`config.mk`:
```
export PLATFORM = sky130hd
export DESIGN_NAME = ddr_dac_sequencer_flat
export DESIGN_NICKNAME = d
export VERILOG_FILES = /design/src/rtl/ddr_dac_sequencer_if.sv /design/src/rtl/ddr_dac_sequencer.sv /design/src/flat_wrapper.sv
export SDC_FILE = /design/constraint.sdc
export NUM_CORES = 1
export LEC_CHECK = 0
export ABC_CLOCK_PERIOD_IN_PS = 1800
export BUFFER_PORTS_ARGS = -buffer_cell sky130_fd_sc_hd__buf_4
export CAP_MARGIN = 20
export CORE_AREA = 10 10 92 94
export DETAILED_ROUTE_END_ITERATION = 6
export DIE_AREA = 0 0 102 104
export PLACE_DENSITY = 0.71
export SLEW_MARGIN = 20
export SYNTH_ARGS = -nofsm -noshare
export SYNTH_HDL_FRONTEND = slang
export SYNTH_SLANG_ARGS = --single-unit
```
`constraint.sdc`:
```
create_clock -name clk_in -period 1.8 [get_ports clk_in]
set_input_delay 0.27 -clock clk_in [delete_from_list [all_inputs] [get_ports clk_in]]
set_output_delay 0.27 -clock clk_in [all_outputs]
set_load 0.01 [all_outputs]
```
`src/rtl/ddr_dac_sequencer_if.sv`:
```
// Sample-source handshakes plus the registered ODDR word bus of the DAC sequencer.
// Latency: none (wiring only).
// Backpressure: a_ready/b_ready are driven by the sequencer; sources hold data/valid until accepted.
interface ddr_dac_sequencer_if #(
    parameter int DW = 16
);
    logic [DW-1:0] a_data;
    logic          a_valid;
    logic          a_ready;
    logic [DW-1:0] b_data;
    logic          b_valid;
    logic          b_ready;
    logic [DW-1:0] d1;
    logic [DW-1:0] d2;
    logic          frame;

    // Sample sources / observers of the output word
    modport master (
        output a_data, a_valid, b_data, b_valid,
        input  a_ready, b_ready, d1, d2, frame
    );

    // Sequencer side
    modport slave (
        input  a_data, a_valid, b_data, b_valid,
        output a_ready, b_ready, d1, d2, frame
    );
endinterface

```
`src/rtl/ddr_dac_sequencer.sv`:
```
// Trains, aligns and then streams two sample channels onto the ODDR D1/D2 words.
// Latency: one clk_in cycle from accepted sample to d1/d2.
// Backpressure: readies low in IDLE/TRAIN, joint in ALIGN, always high in RUN (held sample on underflow).
module ddr_dac_sequencer #(
    parameter int DW        = 16,
    parameter int TRAIN_LEN = 64
) (
    input  logic                 clk_in,
    input  logic                 rst_n,
    input  logic                 enable,
    input  logic                 uf_clr,
    output logic [1:0]           state,
    output logic [15:0]          uf_count,
    ddr_dac_sequencer_if.slave   bus
);
    typedef enum logic [1:0] {
        S_IDLE  = 2'd0,
        S_TRAIN = 2'd1,
        S_ALIGN = 2'd2,
        S_RUN   = 2'd3
    } state_e;

    localparam int            CW       = (TRAIN_LEN > 2) ? $clog2(TRAIN_LEN) : 1;
    localparam logic [CW-1:0] CNT_LAST = CW'(TRAIN_LEN - 1);
    localparam logic [DW-1:0] MID      = {1'b1, {(DW-1){1'b0}}};
    localparam logic [DW-1:0] PAT      = {(DW/2){2'b10}};

    state_e        state_q, state_d;
    logic [CW-1:0] cnt_q, cnt_d;
    logic [DW-1:0] d1_q, d1_d;
    logic [DW-1:0] d2_q, d2_d;
    logic          frame_q, frame_d;
    logic [15:0]   uf_q, uf_d;
    logic          rdy;

    // Readies depend only on the registered mode and the current valids
    always_comb begin
        rdy = 1'b0;
        case (state_q)
            S_ALIGN: rdy = bus.a_valid & bus.b_valid;
            S_RUN:   rdy = 1'b1;
            default: rdy = 1'b0;
        endcase
    end

    // Next mode, output words and underflow accounting
    always_comb begin
        state_d = state_q;
        cnt_d   = cnt_q;
        d1_d    = d1_q;
        d2_d    = d2_q;
        frame_d = 1'b0;
        uf_d    = uf_q;
        if (!enable) begin
            // Dropping enable always parks the bus at mid-scale, even over a last RUN handshake
            state_d = S_IDLE;
            cnt_d   = '0;
            d1_d    = MID;
            d2_d    = MID;
        end else begin
            case (state_q)
                S_IDLE: begin
                    state_d = S_TRAIN;
                    cnt_d   = '0;
                    d1_d    = PAT;
                    d2_d    = ~PAT;
                end
                S_TRAIN: begin
                    if (cnt_q == CNT_LAST) begin
                        state_d = S_ALIGN;
                    end else begin
                        cnt_d = cnt_q + 1'b1;
                    end
                end
                S_ALIGN: begin
                    // First pair is only taken when both channels have a sample
                    if (bus.a_valid && bus.b_valid) begin
                        state_d = S_RUN;
                        d1_d    = bus.a_data;
                        d2_d    = bus.b_data;
                        frame_d = 1'b1;
                    end
                end
                default: begin
                    if (bus.a_valid) begin
                        d1_d = bus.a_data;
                    end
                    if (bus.b_valid) begin
                        d2_d = bus.b_data;
                    end
                    // One count per cycle with any missing sample, saturating
                    if ((!bus.a_valid || !bus.b_valid) && (uf_q != 16'hFFFF)) begin
                        uf_d = uf_q + 16'd1;
                    end
                end
            endcase
        end
        if (uf_clr) begin
            uf_d = '0;
        end
    end

    // State and registered outputs
    always_ff @(posedge clk_in or negedge rst_n) begin
        if (!rst_n) begin
            state_q <= S_IDLE;
            cnt_q   <= '0;
            d1_q    <= MID;
            d2_q    <= MID;
            frame_q <= 1'b0;
            uf_q    <= '0;
        end else begin
            state_q <= state_d;
            cnt_q   <= cnt_d;
            d1_q    <= d1_d;
            d2_q    <= d2_d;
            frame_q <= frame_d;
            uf_q    <= uf_d;
        end
    end

    assign bus.a_ready = rdy;
    assign bus.b_ready = rdy;
    assign bus.d1      = d1_q;
    assign bus.d2      = d2_q;
    assign bus.frame   = frame_q;
    assign state       = state_q;
    assign uf_count    = uf_q;
endmodule

```
`src/flat_wrapper.sv`:
```
// flat-port wrapper written by rule: the top's interface ports become plain ports
module ddr_dac_sequencer_flat 
#(
    parameter int DW        = 16,
    parameter int TRAIN_LEN = 64
)
  (clk_in, rst_n, enable, uf_clr, state, uf_count, bus_a_data, bus_a_valid, bus_b_data, bus_b_valid, bus_a_ready, bus_b_ready, bus_d1, bus_d2, bus_frame);
  ddr_dac_sequencer_if #(.DW(DW)) bus_i ();
  input  logic clk_in;
  input  logic rst_n;
  input  logic enable;
  input  logic uf_clr;
  output logic [1:0] state;
  output logic [15:0] uf_count;
  input wire logic [$bits(bus_i.a_data)-1:0] bus_a_data;
  input wire logic [$bits(bus_i.a_valid)-1:0] bus_a_valid;
  input wire logic [$bits(bus_i.b_data)-1:0] bus_b_data;
  input wire logic [$bits(bus_i.b_valid)-1:0] bus_b_valid;
  output wire logic [$bits(bus_i.a_ready)-1:0] bus_a_ready;
  output wire logic [$bits(bus_i.b_ready)-1:0] bus_b_ready;
  output wire logic [$bits(bus_i.d1)-1:0] bus_d1;
  output wire logic [$bits(bus_i.d2)-1:0] bus_d2;
  output wire logic [$bits(bus_i.frame)-1:0] bus_frame;
  assign bus_i.a_data = bus_a_data;
  assign bus_i.a_valid = bus_a_valid;
  assign bus_i.b_data = bus_b_data;
  assign bus_i.b_valid = bus_b_valid;
  assign bus_a_ready = bus_i.a_ready;
  assign bus_b_ready = bus_i.b_ready;
  assign bus_d1 = bus_i.d1;
  assign bus_d2 = bus_i.d2;
  assign bus_frame = bus_i.frame;
  ddr_dac_sequencer #(.DW(DW), .TRAIN_LEN(TRAIN_LEN)) u_core (.clk_in(clk_in), .rst_n(rst_n), .enable(enable), .uf_clr(uf_clr), .state(state), .uf_count(uf_count), .bus(bus_i));
endmodule
```
== Yosys cells after proc, flatten, opt, wreduce, memory -nomap -nowiden ==
Cells that the tools add are included.

* Register bits: 57
* Logic and storage cells: 60

* Add/subtract/negate cells: 2
* Equality and inequality tests: 14
* Multiplexer cells: 23
* Bitwise operators: 1
* Reduce and logical (&&, ||, !) cells: 14

{| class="wikitable"
|+ Operators with widths
! cell !! count
|-
| $mux W16 || 10
|-
| $pmux W16 S3 || 2
|-
| $add A16 B1 Y16 const B || 1
|-
| $ne A16 B16 Y1 const B || 1
|-
| $mux W6 || 2
|-
| $ne A4 B1 Y1 const B || 3
|-
| $pmux W6 S2 || 1
|-
| $reduce_and A3 Y1 || 4
|-
| $add A6 B1 Y6 const B || 1
|-
| $eq A6 B6 Y1 const B || 1
|-
| $mux W2 || 3
|-
| $ne A3 B2 Y1 const B || 2
|-
| $pmux W2 S3 || 1
|-
| $eq A2 B2 Y1 const B || 2
|-
| $reduce_bool A2 Y1 || 2
|-
| $mux W1 || 3
|-
| $ne A3 B1 Y1 const B || 1
|-
| $ne A3 B3 Y1 const B || 1
|-
| $reduce_or A3 Y1 || 1
|-
| $eq A2 B1 Y1 const B || 1
|-
| $logic_and A1 B1 Y1 || 2
|-
| $logic_not A1 Y1 || 2
|-
| $logic_not A2 Y1 || 1
|-
| $ne A2 B1 Y1 const B || 1
|-
| other kinds (5) || 5
|}

== Depth between registers and ports, before layout ==
Gate-level depths: netlist of the first run.

* Depth in word-level cells: 7
* Depth in mapped cells: 7

== Worst setup path after synthesis of the first run ==
Ideal clock, no wire load.

* Path kind: register -> register
* Start point: register u_core.state_q[0], in the netlist u_core.state[0]
* End point: register u_core.d2_q[13], in the netlist u_core.bus.d2[13]
* Library setup time: 0.084 ns
* Arrival: 1.750 ns
* Data required time: 1.716 ns
* Setup slack: -0.034 ns
* Cell stages (with the launch flop): 8
* Buffers on the path: 1
* Clock period less this slack: 1.834 ns
* Path through: dfrtp_1 -> inv_1 -> ha_1 -> o21bai_1 -> a21oi_1 -> buf_2 -> nand3_1 -> a21boi_0

* Word-level cells in the longest chain between the ends: 3
* Elaborated cells on any way between the ends: 9

{| class="wikitable"
|+ RTL lines
! what !! RTL line !! source
|-
| start: declaration || ddr_dac_sequencer.sv:28 || <nowiki>state_e state_q, state_d;</nowiki>
|-
| start signal: assignment || ddr_dac_sequencer.sv:113 || <nowiki>state_q <= state_d;</nowiki>
|-
| $eq A2 B2 Y1 (tied with other cells) || ddr_dac_sequencer.sv:61 || <nowiki>case (state_q)</nowiki>
|-
| $ne A4 B1 Y1 (no line) (tied with other cells) || -- ||
|-
| $reduce_and A3 Y1 (no line) or $mux W16 (tied branches) || -- ||
|-
| end signal: assignment || ddr_dac_sequencer.sv:109 || <nowiki>d2_q <= MID;</nowiki>
|-
| end signal: assignment || ddr_dac_sequencer.sv:116 || <nowiki>d2_q <= d2_d;</nowiki>
|-
| end: declaration || ddr_dac_sequencer.sv:31 || <nowiki>logic [DW-1:0] d2_q, d2_d;</nowiki>
|}

Parallel ways exist; a longest one is shown, timed or not.
A chain may end at the register's enable or synchronous reset.

== Worst setup path after layout of the first run ==
* Start point: register u_core.uf_q[1], in the netlist u_core.uf_count[1]
* End point: register u_core.uf_q[3], in the netlist u_core.uf_count[3]

* Word-level cells in the longest chain between the ends: 5
* Elaborated cells on any way between the ends: 9

{| class="wikitable"
|+ RTL lines
! what !! RTL line !! source
|-
| start: declaration || ddr_dac_sequencer.sv:33 || <nowiki>logic [15:0] uf_q, uf_d;</nowiki>
|-
| start signal: assignment || ddr_dac_sequencer.sv:118 || <nowiki>uf_q <= uf_d;</nowiki>
|-
| $add A16 B1 Y16 || ddr_dac_sequencer.sv:93 || <nowiki>uf_d = uf_q + 16'd1;</nowiki>
|-
| $mux W16 || ddr_dac_sequencer.sv:92 || <nowiki>if ((!bus.a_valid || !bus.b_valid) && (uf_q != 16'hFFFF)) begin</nowiki>
|-
| $mux W16 || ddr_dac_sequencer.sv:61 ||
|-
| $mux W16 || ddr_dac_sequencer.sv:54 || <nowiki>if (!enable) begin</nowiki>
|-
| $mux W16 || ddr_dac_sequencer.sv:98 || <nowiki>if (uf_clr) begin</nowiki>
|}

Parallel ways exist; a longest one is shown, timed or not. The select of a mux whose other input is x is not followed.

==> out/results.md, run 1 <==
| Result | Value |
| --- | --- |
| Run status | complete, but fails checks |
| Violations in the final reports | negative hold slack |
| Maximum vdd drop | 865 uV |
| Min-delay worst type | primary input to asynchronous set/reset pin |
| Placeable core area | 0.00668 sq mm |
| Depth of the CTS H-tree | 3 |
| Sequential Power Share | 32.9% |
| Setup repair after global routing missed its margin | true |
| Final wirelength | 8470 um |
| Max-Slew Margin vs Limit | 51.8% |
| Setup TNS | 0 ns |
| Synth top area cells | sky130_fd_sc_hd__dfrtp_1, sky130_fd_sc_hd__nand3_1, sky130_fd_sc_hd__nand2_1, sky130_fd_sc_hd__ha_1, sky130_fd_sc_hd__o21ai_0 |
| Primary FF master, synth | sky130_fd_sc_hd__dfrtp_1 |
| DR vias/cell | 5.65 |
| Layout Cells excl Fill | 507 |
| Fraction of synthesized cell area taken by the top area cell type | 46.1% |
| Number of hold violations in the final report | 1 |
| Critical path, cell by cell | ha_4 -> and3_4 -> nor4b_4 -> buf_4 -> or4_1 -> a21oi_1 |
| Final worst-path cycle share | 98.1% |
| Inserted Clock Buffers | 9 |
| Max-slew violation count | 0 |
| Max capacitance violation total | 0 |
| I/O pin cnt | 91 |
| Worst Path Max Fanout | 6 |
| Combined area of all synthesized cells | 0.00299 sq mm |
| Category of cells accounting for the largest share of critical-path delay | simple AND/OR/NAND/NOR gates |
| Final setup violating endpoints | 0 |
| Post-Synthesis Net Count | 351 |
| Filler cell count | 564 |
| Start-to-end type of the worst setup path | register to register |
| Area enclosed by the die boundary | 0.0106 sq mm |
| Clk sinks | 57 |
| Dpl cells | 488 |
| Starting Density | 44.7% |
| Synth Warn # | 0 |
| R2r setup slk | 0.03 ns |
| Initial antenna violation count | 0 |
| TritonCTS clock tree | done |
| Via count of the routed design | 2,864 |
| Most used cells in the layout excluding fill and tap cells | sky130_fd_sc_hd__buf_4, sky130_fd_sc_hd__dfrtp_1, sky130_fd_sc_hd__nand2_1 |
| Floorplan die width | 102 um |
| CP endpoint kind | register |
| Comb power frac | 44.8% |
| Worst setup SP type | register |
| Routed wire length per instance | 16.7 um |
| Max Clk Rate | 0.566 GHz |
| Net switching power | 1.97 mW |
| Number of enable-type register cells in the synthesized netlist | 0 |
| Beginning of the worst register-to-register path | u_core.uf_count[1]$_DFFE_PN0P_ |
| Cell taking the most area after synthesis | sky130_fd_sc_hd__dfrtp_1 |
| Storage element area | 0.00143 sq mm |
| Clock network fraction of total power | 22.3% |
| Fraction of registers with async set/reset | 100% |
| Clock period minus worst slack | 1.77 ns |
| Core Util, Final | 63.7% |
| Largest incremental delay on the critical path | 0.49 ns |
| Critical R2R Capture | u_core.uf_count[3]$_DFFE_PN0P_ |
| Antenna diode count | 0 |
| Worst-Skew Late Latency | 0.33 ns |
| RD Place Congestion | 0.787 |
| Number of cell rows | 30 |
| Clock-pin slew reported for the worst setup and hold paths after clock tree synthesis | 0.07 ns |
| P_leak | 1.98 nW |
| Arrival time at the worst endpoint | 2.02 ns |
| Count of input and output buffers | 90 |
| Flop and latch count out of synthesis | 57 |
| Net count, final | 467 |
| Slowest stage cell on the critical path | sky130_fd_sc_hd__or4_1 |
| First-pass GRT wire length | 14,000 um |
| Clock Path Buffers | 2 |
| Synth-to-layout area growth | 42.5% |
| Most common cell after layout, fill and taps aside | sky130_fd_sc_hd__buf_4 |
| Final HPWL from detailed placement | 6240 um |
| Switching share of power | 36.9% |
| Initial detailed-routing violation count | 129 |
| Internal power of the cells | 3.37 mW |
| Global route overflow | 0 |
| Share of layout cells above drive strength 1 | 41.5% |
| Number of buffers inserted for hold repair after clock tree synthesis | 0 |
| Worst reg-to-reg path cell count | 6 |
| Tot GR Track Use | 16.0% |
| Die outline height | 104 um |
| Synthesized instance count | 306 |
| Sequential element share of the synthesized area | 47.9% |
| Number of detailed-route iterations in the first pass | 4 |
| Skew final | 0.00751 ns |
| Largest net degree at the start of global routing | 58 |
| DRC Markers | 0 |
| Power per cell area | 1260 mW/mm^2 |
| Cell variety after synth | 52 |
| Crit path launch | u_core.uf_count[1]$_DFFE_PN0P_ |
| Residual antenna-violating net count after detailed routing | 0 |
| Post-route worst hold slack | -0.000331 ns |
| Combined area of the multi-input logic cells | 0.00155 sq mm |
| CP Data Required Time | 2.05 ns |
| Bufs and invs on worst path | 1 |
| Average cell area after synthesis | 9.76 sq um |
| Clock Root Buffer | sky130_fd_sc_hd__clkbuf_8 |
| Via count of the first global-routing pass | 2,867 |
| Least-Margin Pin Slew | 0.723 ns |
-- cell families after synthesis --
group | Yosys count | synth area share [%]
and+or+nand+nor | 143 | 27.1
adders and majority gates | 7 | 2.93
xor gates and xnor gates | 2 | 0.587
buffers and inverters | 26 | 3.73
DFF | 57 | 47.9
AOI/OAI and AO/OA | 64 | 14.9
muxes | 7 | 2.89
-- metal layers --
metal	vias to the layer above	share of wire, %	wire length [um]	track usage [%]
met2	105	47	3980	24.0
met4	0	1.8	155	5.65
met3	11	8.8	742	6.45
li1	1351	-	-	-
met5	-	0	0	0
met1	1397	42	3590	20.1
-- worst max-delay path by stage --
stage | cells past startpoint | to
final | 6 | u_core.uf_count[3]$_DFFE_PN0P_
after global routing | 5 | u_core.uf_count[5]$_DFFE_PN0P_
after CTS | 6 | u_core.cnt_q[3]$_DFFE_PN0P_
after detailed placement | 6 | u_core.bus.d2[10]$_DFFE_PN0P_
after global placement | 6 | u_core.cnt_q[3]$_DFFE_PN0P_
after floorplan | 6 | u_core.cnt_q[3]$_DFFE_PN0P_
-- through the flow --
| stage | power, mW | instance area, sq um | hold slack (ns) | worst slack (ns) |
|---|---|---|---|---|
| final | 5.34 | 4250 | -0.000331 | 0.0333 |
| after global placement | 4.01 | 3930 | 0.377 | -0.0307 |
| after detailed placement | 4.05 | 3930 | 0.371 | -0.109 |
| after global routing | 5.71 | 4250 | 0.0509 | -0.0512 |
| after CTS | 5.27 | 4130 | 0.0142 | -0.00397 |
| after floorplan | 2.98 | 2990 | -0.0256 | -0.00462 |
-- registers in the layout (all words and copies together) (netlist names) --
| name | flops |
|---|---|
| u_core.bus.d1 | 16 |
| u_core.bus.d2 | 16 |
| u_core.bus.frame | 1 |
| u_core.cnt_q | 6 |
| u_core.state | 2 |
| u_core.uf_count | 16 |
-- power by group through the flow --
stage          registers [mW]  clock network, mW  logic (mW)
3_3_place_gp             1.75                  0        2.27
6_report                 1.76               1.19        2.39
2_1_floorplan            1.85                  0        1.13
4_1_cts                  1.73               1.22        2.32
5_1_grt                  1.78               1.28        2.65
3_5_place_dp             1.75                  0        2.31
-- cell type report --
cell class,instances,area share (%)
multi-input cells,223,36.5
flip-flops and latches,57,33.6
repair buffers,124,22.3
clock buffers,11,3.32
well taps,80,2.35
clock inverters,5,1.29
inverters,7,0.618
-- Yosys cell counts, drive strengths merged, types with 7 or more instances --
| library cell | count |
|---|---|
| clkbuf | 12 |
| nor2 | 21 |
| nor3b | 8 |
| o21ai | 16 |
| ha | 7 |
| o311a | 7 |
| nand3 | 26 |
| nand2b | 8 |
| buf | 7 |
| nand2 | 30 |
| a21oi | 11 |
| nor4 | 7 |
| dfrtp | 55 |
| nor2b | 8 |
| mux2 | 7 |
| nor3 | 9 |
| a21boi | 7 |
-- repair_timing --
item	CTS	global route
setup endpoints to repair	18	46
buffers inserted	0	4
hold endpoints to repair	0	0
gates resized for setup	3	23
pin swaps	0	3
cloned	0	0
No activity file was read; power rests on OpenSTA's default activity.
==> run 2, diff against run 1 <==
ABC_AREA = 1   (was unset)
CORE_AREA = 10 10 91 93   (was 10 10 92 94)
DIE_AREA = 0 0 101 103   (was 0 0 102 104)
PLACE_DENSITY = 0.72   (was 0.71)
==> out/results.md, run 2 <==
| Result | Value |
| --- | --- |
| Least-Margin Pin Slew | 0.718 ns |
| Average cell area after synthesis | 8.04 sq um |
| Number of cell rows | 30 |
| Final wirelength | 8360 um |
| Filler cell count | 589 |
| Skew final | 0.00707 ns |
| DR vias/cell | 5.05 |
| Combined area of all synthesized cells | 0.00294 sq mm |
| Largest net degree at the start of global routing | 58 |
| Fraction of registers with async set/reset | 100% |
| Synth cell count leaders | sky130_fd_sc_hd__nand2_1, sky130_fd_sc_hd__dfrtp_1, sky130_fd_sc_hd__o21ai_0 |
| Net count, final | 511 |
| Starting Density | 44.8% |
| Tot GR Track Use | 16.2% |
| Start-to-end type of the worst setup path | register to primary output |
| I/O pin cnt | 91 |
| Max Clk Rate | 0.590 GHz |
| Violations in the final reports | negative hold slack |
| Inserted Clock Buffers | 9 |
| Post-route standard cell area excluding fillers | 0.00403 sq mm |
| Dpl cells | 531 |
| Final worst-path cycle share | 94.2% |
| Slowest stage cell on the critical path | sky130_fd_sc_hd__dfrtp_2 |
| Initial antenna violation count | 0 |
| Max capacitance violation total | 0 |
| Via count of the first global-routing pass | 2,695 |
| Number of hold violations in the final report | 30 |
| Fraction of synthesized cell area taken by the top area cell type | 46.8% |
| Power per cell area | 1250 mW/mm^2 |
| Setup slack after placement | 0.0668 ns |
| Primary FF master, synth | sky130_fd_sc_hd__dfrtp_1 |
| Synth Warn # | 0 |
| Placeable core area | 0.00657 sq mm |
| Clock Root Buffer | sky130_fd_sc_hd__clkbuf_8 |
| Depth of the CTS H-tree | 3 |
| Final setup violating endpoints | 0 |
| Count of input and output buffers | 90 |
| Clk sinks | 57 |
| Bufs and invs on worst path | 3 |
| Most common cell after layout, fill and taps aside | sky130_fd_sc_hd__nand2_1 |
| Global route overflow | 0 |
| Maximum vdd drop | 892 uV |
| Synth-to-layout area growth | 37.1% |
| TritonCTS clock tree | done |
| Most used cells in the layout excluding fill and tap cells | sky130_fd_sc_hd__nand2_1, sky130_fd_sc_hd__buf_4, sky130_fd_sc_hd__o21ai_0 |
| CP endpoint kind | primary output |
| Worst-Skew Late Latency | 0.34 ns |
| Setup repair after global routing missed its margin | false |
| Sequential element share of the synthesized area | 48.6% |
| Cell variety after synth | 26 |
| Worst setup SP type | register |
| Via count of the routed design | 2,782 |
| Clock-pin slew reported for the worst setup and hold paths after clock tree synthesis | 0.07 ns |
| Max-slew violation count | 0 |
| Residual antenna-violating net count after detailed routing | 0 |
| Antenna diode count | 0 |
| Setup TNS | 0 ns |
| Clock period minus worst slack | 1.70 ns |
| Share of layout cells above drive strength 1 | 29.1% |
| Final HPWL from detailed placement | 6080 um |
| Final worst-path setup slack | 0.104 ns |
| Number of enable-type register cells in the synthesized netlist | 0 |
| Largest incremental delay on the critical path | 0.44 ns |
| First-pass GRT wire length | 13,400 um |
| Number of detailed-route iterations in the first pass | 4 |
| RD Place Congestion | 0.869 |
| Cell taking the most area after synthesis | sky130_fd_sc_hd__dfrtp_1 |
| P_leak | 1.98 nW |
| Critical path, cell by cell | inv_2 -> ha_1 -> inv_1 -> o21bai_1 -> buf_4 |
| CP Data Required Time | 1.53 ns |
| Number of buffers inserted for hold repair after clock tree synthesis | 0 |
| Flop and latch count out of synthesis | 57 |
| Area enclosed by the die boundary | 0.0104 sq mm |
| Category of cells accounting for the largest share of critical-path delay | flip-flops |
| Die outline height | 103 um |
| Floorplan die width | 101 um |
| Synth top area cells | sky130_fd_sc_hd__dfrtp_1, sky130_fd_sc_hd__nand2_1, sky130_fd_sc_hd__o21ai_0, sky130_fd_sc_hd__nand4_1, sky130_fd_sc_hd__nand3_1 |
| Min-delay worst type | primary input to asynchronous set/reset pin |
| Most repeated cell in the gate-level netlist after synthesis | sky130_fd_sc_hd__nand2_1 |
| Synthesized instance count | 366 |
| Layout Cells excl Fill | 551 |
| Post-Synthesis Net Count | 411 |
| Worst Path Max Fanout | 5 |
| DRC Markers | 0 |
| Post-route worst hold slack | -0.0202 ns |
| Arrival time at the worst endpoint | 1.43 ns |
| Run status | complete, but fails checks |
| Routed wire length per instance | 15.2 um |
| Clock Path Buffers | 2 |
| Standard cell area after detailed placement | 0.00373 sq mm |
| Initial detailed-routing violation count | 103 |
| Max-Slew Margin vs Limit | 52.1% |
## run 2: cells by family after synthesis
| logic type | after synthesis | share of synthesized area [%] |
|---|---|---|
| AO/OA/AOI/OAI | 63 | 11.9 |
| buffers and inverters | 40 | 6.04 |
| AND/OR/NAND/NOR | 195 | 29.3 |
| XOR/XNOR | 4 | 1.19 |
| adder cells (fa/ha/maj) | 7 | 2.98 |
| flip-flops | 57 | 48.6 |
## run 2: worst paths after layout
check,slack [ns],depth (start not counted),to,start
setup / recovery,0.10,5,bus_a_ready,u_core.state[0]$_DFFE_PN0P_
hold / removal,-0.02,1,u_core.bus.d1[2]$_DFFE_PN0P_,rst_n
setup reg to reg,0.12,10,u_core.uf_count[1]$_DFFE_PN0P_,u_core.uf_count[1]$_DFFE_PN0P_
hold reg to reg,0.49,2,u_core.bus.d1[11]$_DFFE_PN0P_,u_core.bus.d1[11]$_DFFE_PN0P_
max in group asynchronous,1.30,1,u_core.state[0]$_DFFE_PN0P_,rst_n
min in group clk_in,0.19,3,u_core.bus.d2[13]$_DFFE_PN0P_,bus_b_data[13]
## run 2: repair_timing
| action | 4_1_cts | 5_1_grt |
|---|---|---|
| buffers inserted | 0 | 3 |
| resized for setup | 0 | 4 |
| endpoints found under the setup margin | 0 | 25 |
## run 2: power by group
part           internal [mW]  switching (mW)
registers               1.62           0.218
clock network          0.893           0.529
logic                  0.793           0.974
total                   3.30            1.72
## run 2: metal layers
layer  wire, um  up-vias  GRT usage, %
li1           -     1406             -
met1       3460     1272          19.3
met2       3910       89          24.6
met3        806       15          7.44
met4        184        0          7.18
met5          0        -             0
## run 2: worst reg2reg max path, delay by kind of cell (launching register included)
kind,cells,cell delay (ns)
adders and majority gates,1,0.19
DFF,1,0.44
and+or+nand+nor,7,0.75
buffers and inverters,2,0.25
## run 2: metrics by stage
stage          utilization (%)  power (mW)
3_5_place_dp              56.8        3.61
4_1_cts                   60.5        5.04
3_3_place_gp              56.8        3.56
6_report                  61.4        5.02
2_1_floorplan                -        2.67
5_1_grt                   61.4        5.34
## run 2: layout make-up
| type | count | area (sq um) | area share (%) |
|---|---|---|---|
| Sequential cell | 57 | 1430 | 35.5 |
| Multi-Input combinational cell | 270 | 1360 | 33.7 |
| Timing Repair Buffer | 103 | 811 | 20.1 |
| Clock buffer | 12 | 165 | 4.10 |
| Tap cell | 80 | 100 | 2.48 |
| Inverter | 25 | 93.8 | 2.33 |
| Clock inverter | 4 | 73.8 | 1.83 |
